--- src/rtl/ama_riscv_pkg.sv ---
// Shared fetch-stage types and constants, plus the DFF_RST register macro.
// Latency: n/a (types and constants only).
// Backpressure: n/a.
`ifndef AMA_RISCV_DFF_RST
`define AMA_RISCV_DFF_RST
`define DFF_RST(q, d, rst, clk, rv) \
  always_ff @(posedge clk) begin \
    if (rst) q <= rv; \
    else q <= d; \
  end
`endif

package ama_riscv_pkg;

  localparam logic [31:0] RV_NOP               = 32'h0000_0013;
  localparam logic [31:0] RESET_VECTOR_DEFAULT = 32'h0000_0000;

  typedef struct packed {
    logic [31:0] pc;
    logic [31:0] inst;
  } fetch_entry_t;

endpackage

--- src/rtl/ama_riscv_fifo.sv ---
// Generic synchronous FIFO with flush; DEPTH need not be a power of two.
// Latency: a pushed word is visible on dout the cycle after the push.
// Backpressure: push is ignored when full unless a pop happens the same cycle; flush wins over push/pop.
`ifndef AMA_RISCV_DFF_RST
`define AMA_RISCV_DFF_RST
`define DFF_RST(q, d, rst, clk, rv) \
  always_ff @(posedge clk) begin \
    if (rst) q <= rv; \
    else q <= d; \
  end
`endif

module ama_riscv_fifo #(
  parameter int WIDTH = 32,
  parameter int DEPTH = 2,
  localparam int AW = (DEPTH > 1) ? $clog2(DEPTH) : 1,
  localparam int CW = $clog2(DEPTH + 1)
) (
  input  logic             clk,
  input  logic             rst,
  input  logic             push,
  input  logic [WIDTH-1:0] din,
  input  logic             pop,
  input  logic             flush,
  output logic [WIDTH-1:0] dout,
  output logic             full,
  output logic             empty,
  output logic [CW-1:0]    count
);

  logic [DEPTH-1:0][WIDTH-1:0] mem, mem_d;
  logic [AW-1:0] wr_ptr, wr_ptr_d, rd_ptr, rd_ptr_d;
  logic [CW-1:0] cnt_d;
  logic do_push, do_pop;

  // Pointers wrap explicitly so non-power-of-two depths work
  function automatic logic [AW-1:0] ptr_inc(input logic [AW-1:0] p);
    return (p == AW'(DEPTH - 1)) ? '0 : p + AW'(1);
  endfunction

  assign do_pop  = pop && !empty;
  assign do_push = push && (!full || do_pop);

  // Next-state: flush empties the FIFO, otherwise apply push and pop together
  always_comb begin
    mem_d    = mem;
    wr_ptr_d = wr_ptr;
    rd_ptr_d = rd_ptr;
    cnt_d    = count;
    if (flush) begin
      wr_ptr_d = '0;
      rd_ptr_d = '0;
      cnt_d    = '0;
    end else begin
      if (do_push) begin
        mem_d[wr_ptr] = din;
        wr_ptr_d      = ptr_inc(wr_ptr);
      end
      if (do_pop) rd_ptr_d = ptr_inc(rd_ptr);
      cnt_d = count + CW'(do_push) - CW'(do_pop);
    end
  end

  // Storage array
  `DFF_RST(mem, mem_d, rst, clk, '0)
  // Write pointer
  `DFF_RST(wr_ptr, wr_ptr_d, rst, clk, '0)
  // Read pointer
  `DFF_RST(rd_ptr, rd_ptr_d, rst, clk, '0)
  // Occupancy
  `DFF_RST(count, cnt_d, rst, clk, '0)

  assign dout  = mem[rd_ptr];
  assign full  = (count == CW'(DEPTH));
  assign empty = (count == '0);

endmodule

--- src/rtl/ama_riscv_fetch.sv ---
// IF stage: owns the PC, requests IMEM, buffers {pc,inst} for the decoder, drops stale responses on redirect.
// Latency: request fire to dec_valid = IMEM latency + 1 clk; 1 inst/clk with 1-clk IMEM and dec_ready high.
// Backpressure: queue space is reserved at request time, so imem_rsp_ready is tied high; dec_ready low stalls requests.
`ifndef AMA_RISCV_DFF_RST
`define AMA_RISCV_DFF_RST
`define DFF_RST(q, d, rst, clk, rv) \
  always_ff @(posedge clk) begin \
    if (rst) q <= rv; \
    else q <= d; \
  end
`endif

module ama_riscv_fetch
  import ama_riscv_pkg::*;
#(
  parameter logic [31:0] RESET_VECTOR = RESET_VECTOR_DEFAULT,
  parameter int          MAX_OUTST    = 2,
  parameter int          QDEPTH       = 2
) (
  input  logic        clk,
  input  logic        rst,
  input  logic        redirect,
  input  logic [31:0] redirect_pc,
  output logic        imem_req_valid,
  input  logic        imem_req_ready,
  output logic [31:0] imem_req_addr,
  input  logic        imem_rsp_valid,
  output logic        imem_rsp_ready,
  input  logic [31:0] imem_rsp_data,
  input  logic        dec_ready,
  output logic        dec_valid,
  output logic [31:0] dec_inst,
  output logic [31:0] dec_pc
);

  localparam int OW  = $clog2(MAX_OUTST + 1);
  localparam int QCW = $clog2(QDEPTH + 1);

  logic              rst_q;
  logic [31:0]       pc, pc_d;
  logic [OW-1:0]     outst, outst_d, drop, drop_d;
  logic              fire, rsp_in, head_leaving;
  logic              q_push, q_full, q_empty;
  logic [QCW-1:0]    q_count;
  fetch_entry_t      q_din, q_head;
  logic [31:0]       tag_head;
  logic              tag_full, tag_empty;
  logic [OW-1:0]     tag_count;
  logic [31:0]       slots_used;
  logic              unused_sigs;

  // A head leaving this cycle frees its slot, which keeps 1 inst/clk with a 2-entry queue
  assign head_leaving = !q_empty && dec_ready;
  assign slots_used   = 32'(outst) + 32'(q_count) - 32'(head_leaving);

  assign imem_req_valid = !rst_q && !redirect && (slots_used < 32'(QDEPTH))
                          && (32'(outst) < 32'(MAX_OUTST));
  assign imem_req_addr  = pc;
  assign imem_rsp_ready = 1'b1;

  assign fire   = imem_req_valid && imem_req_ready;
  // Responses with nothing in flight (stragglers from before a reset) are ignored
  assign rsp_in = imem_rsp_valid && (outst != '0);
  assign q_push = rsp_in && (drop == '0);
  assign q_din  = '{pc: tag_head, inst: imem_rsp_data};

  // PC tags of in-flight requests; popped by every response, dropped or not
  ama_riscv_fifo #(.WIDTH(32), .DEPTH(MAX_OUTST)) u_tag_fifo (
    .clk   (clk),
    .rst   (rst),
    .push  (fire),
    .din   (pc),
    .pop   (rsp_in),
    .flush (1'b0),
    .dout  (tag_head),
    .full  (tag_full),
    .empty (tag_empty),
    .count (tag_count)
  );

  // Instruction queue towards DEC; redirect flushes it and overrides push/pop
  ama_riscv_fifo #(.WIDTH($bits(fetch_entry_t)), .DEPTH(QDEPTH)) u_inst_q (
    .clk   (clk),
    .rst   (rst),
    .push  (q_push),
    .din   (q_din),
    .pop   (dec_ready),
    .flush (redirect),
    .dout  (q_head),
    .full  (q_full),
    .empty (q_empty),
    .count (q_count)
  );

  // Next-state for PC and counters; redirect marks everything still in flight as stale
  always_comb begin
    pc_d    = pc;
    outst_d = outst + OW'(fire) - OW'(rsp_in);
    drop_d  = drop;
    if (redirect) begin
      pc_d   = {redirect_pc[31:2], 2'b00};
      drop_d = outst - OW'(rsp_in);
    end else begin
      if (fire) pc_d = pc + 32'd4;
      if (rsp_in && (drop != '0)) drop_d = drop - OW'(1);
    end
  end

  // Reset delayed one clock so the first request follows reset release by a cycle
  `DFF_RST(rst_q, 1'b0, rst, clk, 1'b1)
  // Fetch PC
  `DFF_RST(pc, pc_d, rst, clk, RESET_VECTOR)
  // Requests in flight
  `DFF_RST(outst, outst_d, rst, clk, '0)
  // Stale responses still to discard
  `DFF_RST(drop, drop_d, rst, clk, '0)

  // Decoder-facing outputs: NOP when nothing is valid
  always_comb begin
    dec_valid = !q_empty;
    dec_inst  = dec_valid ? q_head.inst : RV_NOP;
    dec_pc    = dec_valid ? q_head.pc : pc;
  end

  assign unused_sigs = ^{redirect_pc[1:0], tag_full, tag_empty, tag_count};

  // In-flight count stays within its bound
  a_outst_max: assert property (@(posedge clk) disable iff (rst)
    32'(outst) <= 32'(MAX_OUTST));
  // Stale count never exceeds what is in flight
  a_drop_le_outst: assert property (@(posedge clk) disable iff (rst)
    drop <= outst);
  // Queue is never pushed while full without a same-cycle pop
  a_q_no_ovf: assert property (@(posedge clk) disable iff (rst)
    !(q_push && q_full && !dec_ready && !redirect));
  // IMEM only answers requests that were issued
  a_rsp_has_req: assert property (@(posedge clk) disable iff (rst)
    imem_rsp_valid |-> (outst != '0));

endmodule

--- config.mk ---
export PLATFORM = sky130hd
export DESIGN_NAME = ama_riscv_fetch
export DESIGN_NICKNAME = d
export VERILOG_FILES = /design/src/rtl/ama_riscv_pkg.sv /design/src/rtl/ama_riscv_fifo.sv /design/src/rtl/ama_riscv_fetch.sv
export SDC_FILE = /design/constraint.sdc
export NUM_CORES = 1
export LEC_CHECK = 0
export ABC_AREA = 0
export BUFFER_PORTS_ARGS = -buffer_cell sky130_fd_sc_hd__buf_2
export CAP_MARGIN = 40
export CORE_UTILIZATION = 50
export CTS_BUF_LIST = sky130_fd_sc_hd__clkbuf_4
export DETAILED_ROUTE_END_ITERATION = 10
export PLACE_DENSITY_LB_ADDON = 0.3
export SYNTH_ARGS = -nofsm -noshare
export SYNTH_HDL_FRONTEND = slang
export SYNTH_SLANG_ARGS = --single-unit
--- constraint.sdc ---
create_clock -name clk -period 6.6 [get_ports clk]
set_input_delay 0.99 -clock clk [delete_from_list [all_inputs] [get_ports clk]]
set_output_delay 0.99 -clock clk [all_outputs]
set_load 0.01 [all_outputs]
==> results.sh <==
export IMPL_status="complete, no violations"
export IMPL_drt_total_wl_um=25490
export IMPL_fp_dieW_um=145.2
export IMPL_critPathCaptureType="flip-flop"
export IMPL_worst_setup_path_type="in2reg"
export IMPL_tightest_slew_ns=0.8844
export IMPL_finalSetupTns_ns=0
export IMPL_num_rows=52
export IMPL_synth_async_reset_ratio_pct=0
export IMPL_fin_skew_ns=0.03588
export IMPL_start_util_pct=50.84
export IMPL_min_period_ns=4.125
export IMPL_hold_viol_final=0
export IMPL_power_density_nw_per_um2=258.6
export IMPL_ys_seq_elements=227
export IMPL_area_growth_synth_to_final_pct=15.82
export IMPL_ys_warn_count=0
export IMPL_cts_htree_levels=2
export IMPL_cts_num_sinks=227
export IMPL_gp_congestion=0.8106
export IMPL_synth_most_common_cell="dfxtp_1"
export IMPL_slowest_stage="or4b_1"
export IMPL_synth_distinct_cells=56
export IMPL_ff2ff_path_depth=13
export IMPL_ctsHoldBuffers=0
export IMPL_worstSkewPairLatency_ns=0.67
export IMPL_cp_depth=14
export IMPL_hold_end="u_inst_q.mem[27]$_SDFFE_PP0P_"
export IMPL_post_cts_buffers=0
export IMPL_port_buffers=161
export IMPL_slew_headroom_pct=40.11
export IMPL_ir_worst_vdd_uv=140.5
export IMPL_crit_chain="buf_2 > nand3b_1 > a21oi_1 > fa_1 > or4b_1 > nor2_4 > o21a_2 > inv_2 > ha_1 > inv_1 > ha_1 > xnor2_1 > xnor2_1 > nor2_1"
export IMPL_io_pins=169
export IMPL_grtUsageTotal_pct=23.84
export IMPL_hold_depth=2
export IMPL_grt_pass1_wl_um=41370
export IMPL_maxCapViolations=0
export IMPL_synth_cells=1217
export IMPL_final_nets=1432
export IMPL_hp_class="reg2reg"
export IMPL_vias=8961
export IMPL_syn_area_per_cell_um2=8.426
export IMPL_cts_root_buf="clkbuf_4"
export IMPL_cp_data_arrival_time_ns=4.64
export IMPL_synth_area_um2=10250
export IMPL_min_from="u_inst_q.mem[27]$_SDFFE_PP0P_"
export IMPL_die_y_um=145.2
export IMPL_synth_area_leaders="dfxtp_1 44%, mux2i_1 15%, nand2_1 7.4%"
export IMPL_reg2reg_slack_ns=2.49
export IMPL_post_cts_resized=0
export IMPL_overflow=0
export IMPL_critical_path_max_stage_delay_ns=0.87
export IMPL_drc=0
export IMPL_yosysTopAreaCellShare_pct=44.31
export IMPL_drive_gt1_share_pct=20.45
export IMPL_path_max_fanout=32
export IMPL_report_final_slew_viol_count=0
export IMPL_cts_tree="built"
export IMPL_drt_iter0_markers=438
export IMPL_wl_per_cell_um=15.34
export IMPL_core_um2=20170
export IMPL_drt_first_pass_iters=5
export IMPL_fin_crit_sh_pct=62.49
export IMPL_regToRegEndpoint="outst[1]$_SDFF_PP0_"
export IMPL_p_total_w=0.003072
export IMPL_clockBufferDepth=3
export IMPL_synth_top_flop_cell="dfxtp_1"
export IMPL_antenna_found_initial=1
export IMPL_crit_buf_inv=3
export IMPL_routed_via_density=5.395
export IMPL_r2r_start="u_inst_q.count[0]$_SDFF_PP0_"
export IMPL_synth_enable_flop_cells=0
export IMPL_power_leakage_nw=4.657
export IMPL_grt_pass1_vias=8387
export IMPL_worstSetupStartpointType="input pin"
export IMPL_ys_seq_area_share_pct=44.31
export IMPL_die_area_um2=21090
export IMPL_cts_buffers=57
export IMPL_ant_nets=0
export IMPL_cp_top_family="simple AND/OR/NAND/NOR gates"
export IMPL_hpwlAfterDp_um=15830
export IMPL_max_freq_mhz=242.4
export IMPL_rsz0062_at_grt="no"
export IMPL_critical_path_required_ns=7.12
export IMPL_setup_viol=0
export IMPL_synth_common_cells="227 x dfxtp_1, 201 x nand2_1, 168 x nor2_1"
export IMPL_clk_pin_slew_ns=0.06
export IMPL_yosysTopAreaCell="dfxtp_1"
export IMPL_grt_max_degree=103
[kinds of logic (layout without fill, tap and decap cells)]
kind of cell	after synthesis	in the layout	share of synthesized area (%)
AOI/OAI and AO/OA	237	237	14.78
xor gates and xnor gates	11	11	0.9395
adders and majority gates	11	11	1.415
buffers and inverters	125	294	4.990
DFF	227	227	44.31
muxes	151	151	14.74
other	2	7	0.07323
and+or+nand+nor	453	453	18.75
[sequential cells by signal, summed over array words and instances, names as in the netlist]
name / count
rst_q: 1
outst: 2
u_tag_fifo.rd_ptr: 1
u_inst_q.wr_ptr: 1
u_inst_q.rd_ptr: 1
u_inst_q.mem: 124
u_tag_fifo.wr_ptr: 1
u_inst_q.count: 2
u_tag_fifo.mem: 60
drop: 2
u_tag_fifo.count: 2
imem_req_addr: 30
[stage by stage]
step	util [%]	hold WS, ns	worst slack, ns	cell area (um2)	instances
floorplan	-	0.4357	2.630	10270	1220
global placement	55.05	0.4409	1.836	11100	1559
detailed placement	55.42	0.4477	1.828	11180	1562
CTS	58.86	0.4553	2.514	11870	1659
global route	58.89	0.4695	2.278	11880	1661
finish	58.89	0.4536	2.475	11880	1661
[final cells by class]
type	count	area [um2]
inverters	19	71.32
multi-input cells	868	5228
flip-flops and latches	227	4549
fillers	1897	8292
clock inverters	9	33.78
well taps	270	337.8
clock buffers	88	660.6
repair buffers	178	992.2
diodes	2	5.005
[report_power, final]
part	leakage, nW	total, W	switching (W)	internal (W)
registers	1.84	0.00150	0.0000636	0.00144
logic	2.39	0.000432	0.000265	0.000166
clock network	0.424	0.00114	0.000537	0.000599
[cells in the final DEF (no fill, tap or decap), types with 17 or more instances in the layout]
cell and n:
buf_2 160, inv_1 18, mux2i_1 151, nand2_1 201, dfxtp_1 225, a31oi_1 20
nor2_1 167, o311ai_0 17, a211oi_1 61, o21ai_0 35, clkbuf_4 88, a21oi_1 75
[worst max-delay path by stage]
stage,start,endpoint,slack [ns]
finish,dec_ready,outst[1]$_SDFF_PP0_,2.48
global route,u_inst_q.count[0]$_SDFF_PP0_,outst[1]$_SDFF_PP0_,2.28
CTS,outst[1]$_SDFF_PP0_,outst[1]$_SDFF_PP0_,2.51
detailed placement,dec_ready,outst[1]$_SDFF_PP0_,1.83
global placement,dec_ready,outst[1]$_SDFF_PP0_,1.84
floorplan,dec_ready,outst[1]$_SDFF_PP0_,2.63
[metal layers]
metal	wire [um]	global-route usage, %	part of all wire [%]
met2	12430	40.84	49
met4	365	6.895	1.4
met3	1445	4.937	5.7
met1	11250	30.15	44
met5	0	0	0
[worst min-delay path: cells and delay by family (launching register included)]
family	cells	cell delay, ns
simple gates	1	0.05
compound gates	1	0.05
flops	1	0.31
No activity file was read; power rests on OpenSTA's default activity.
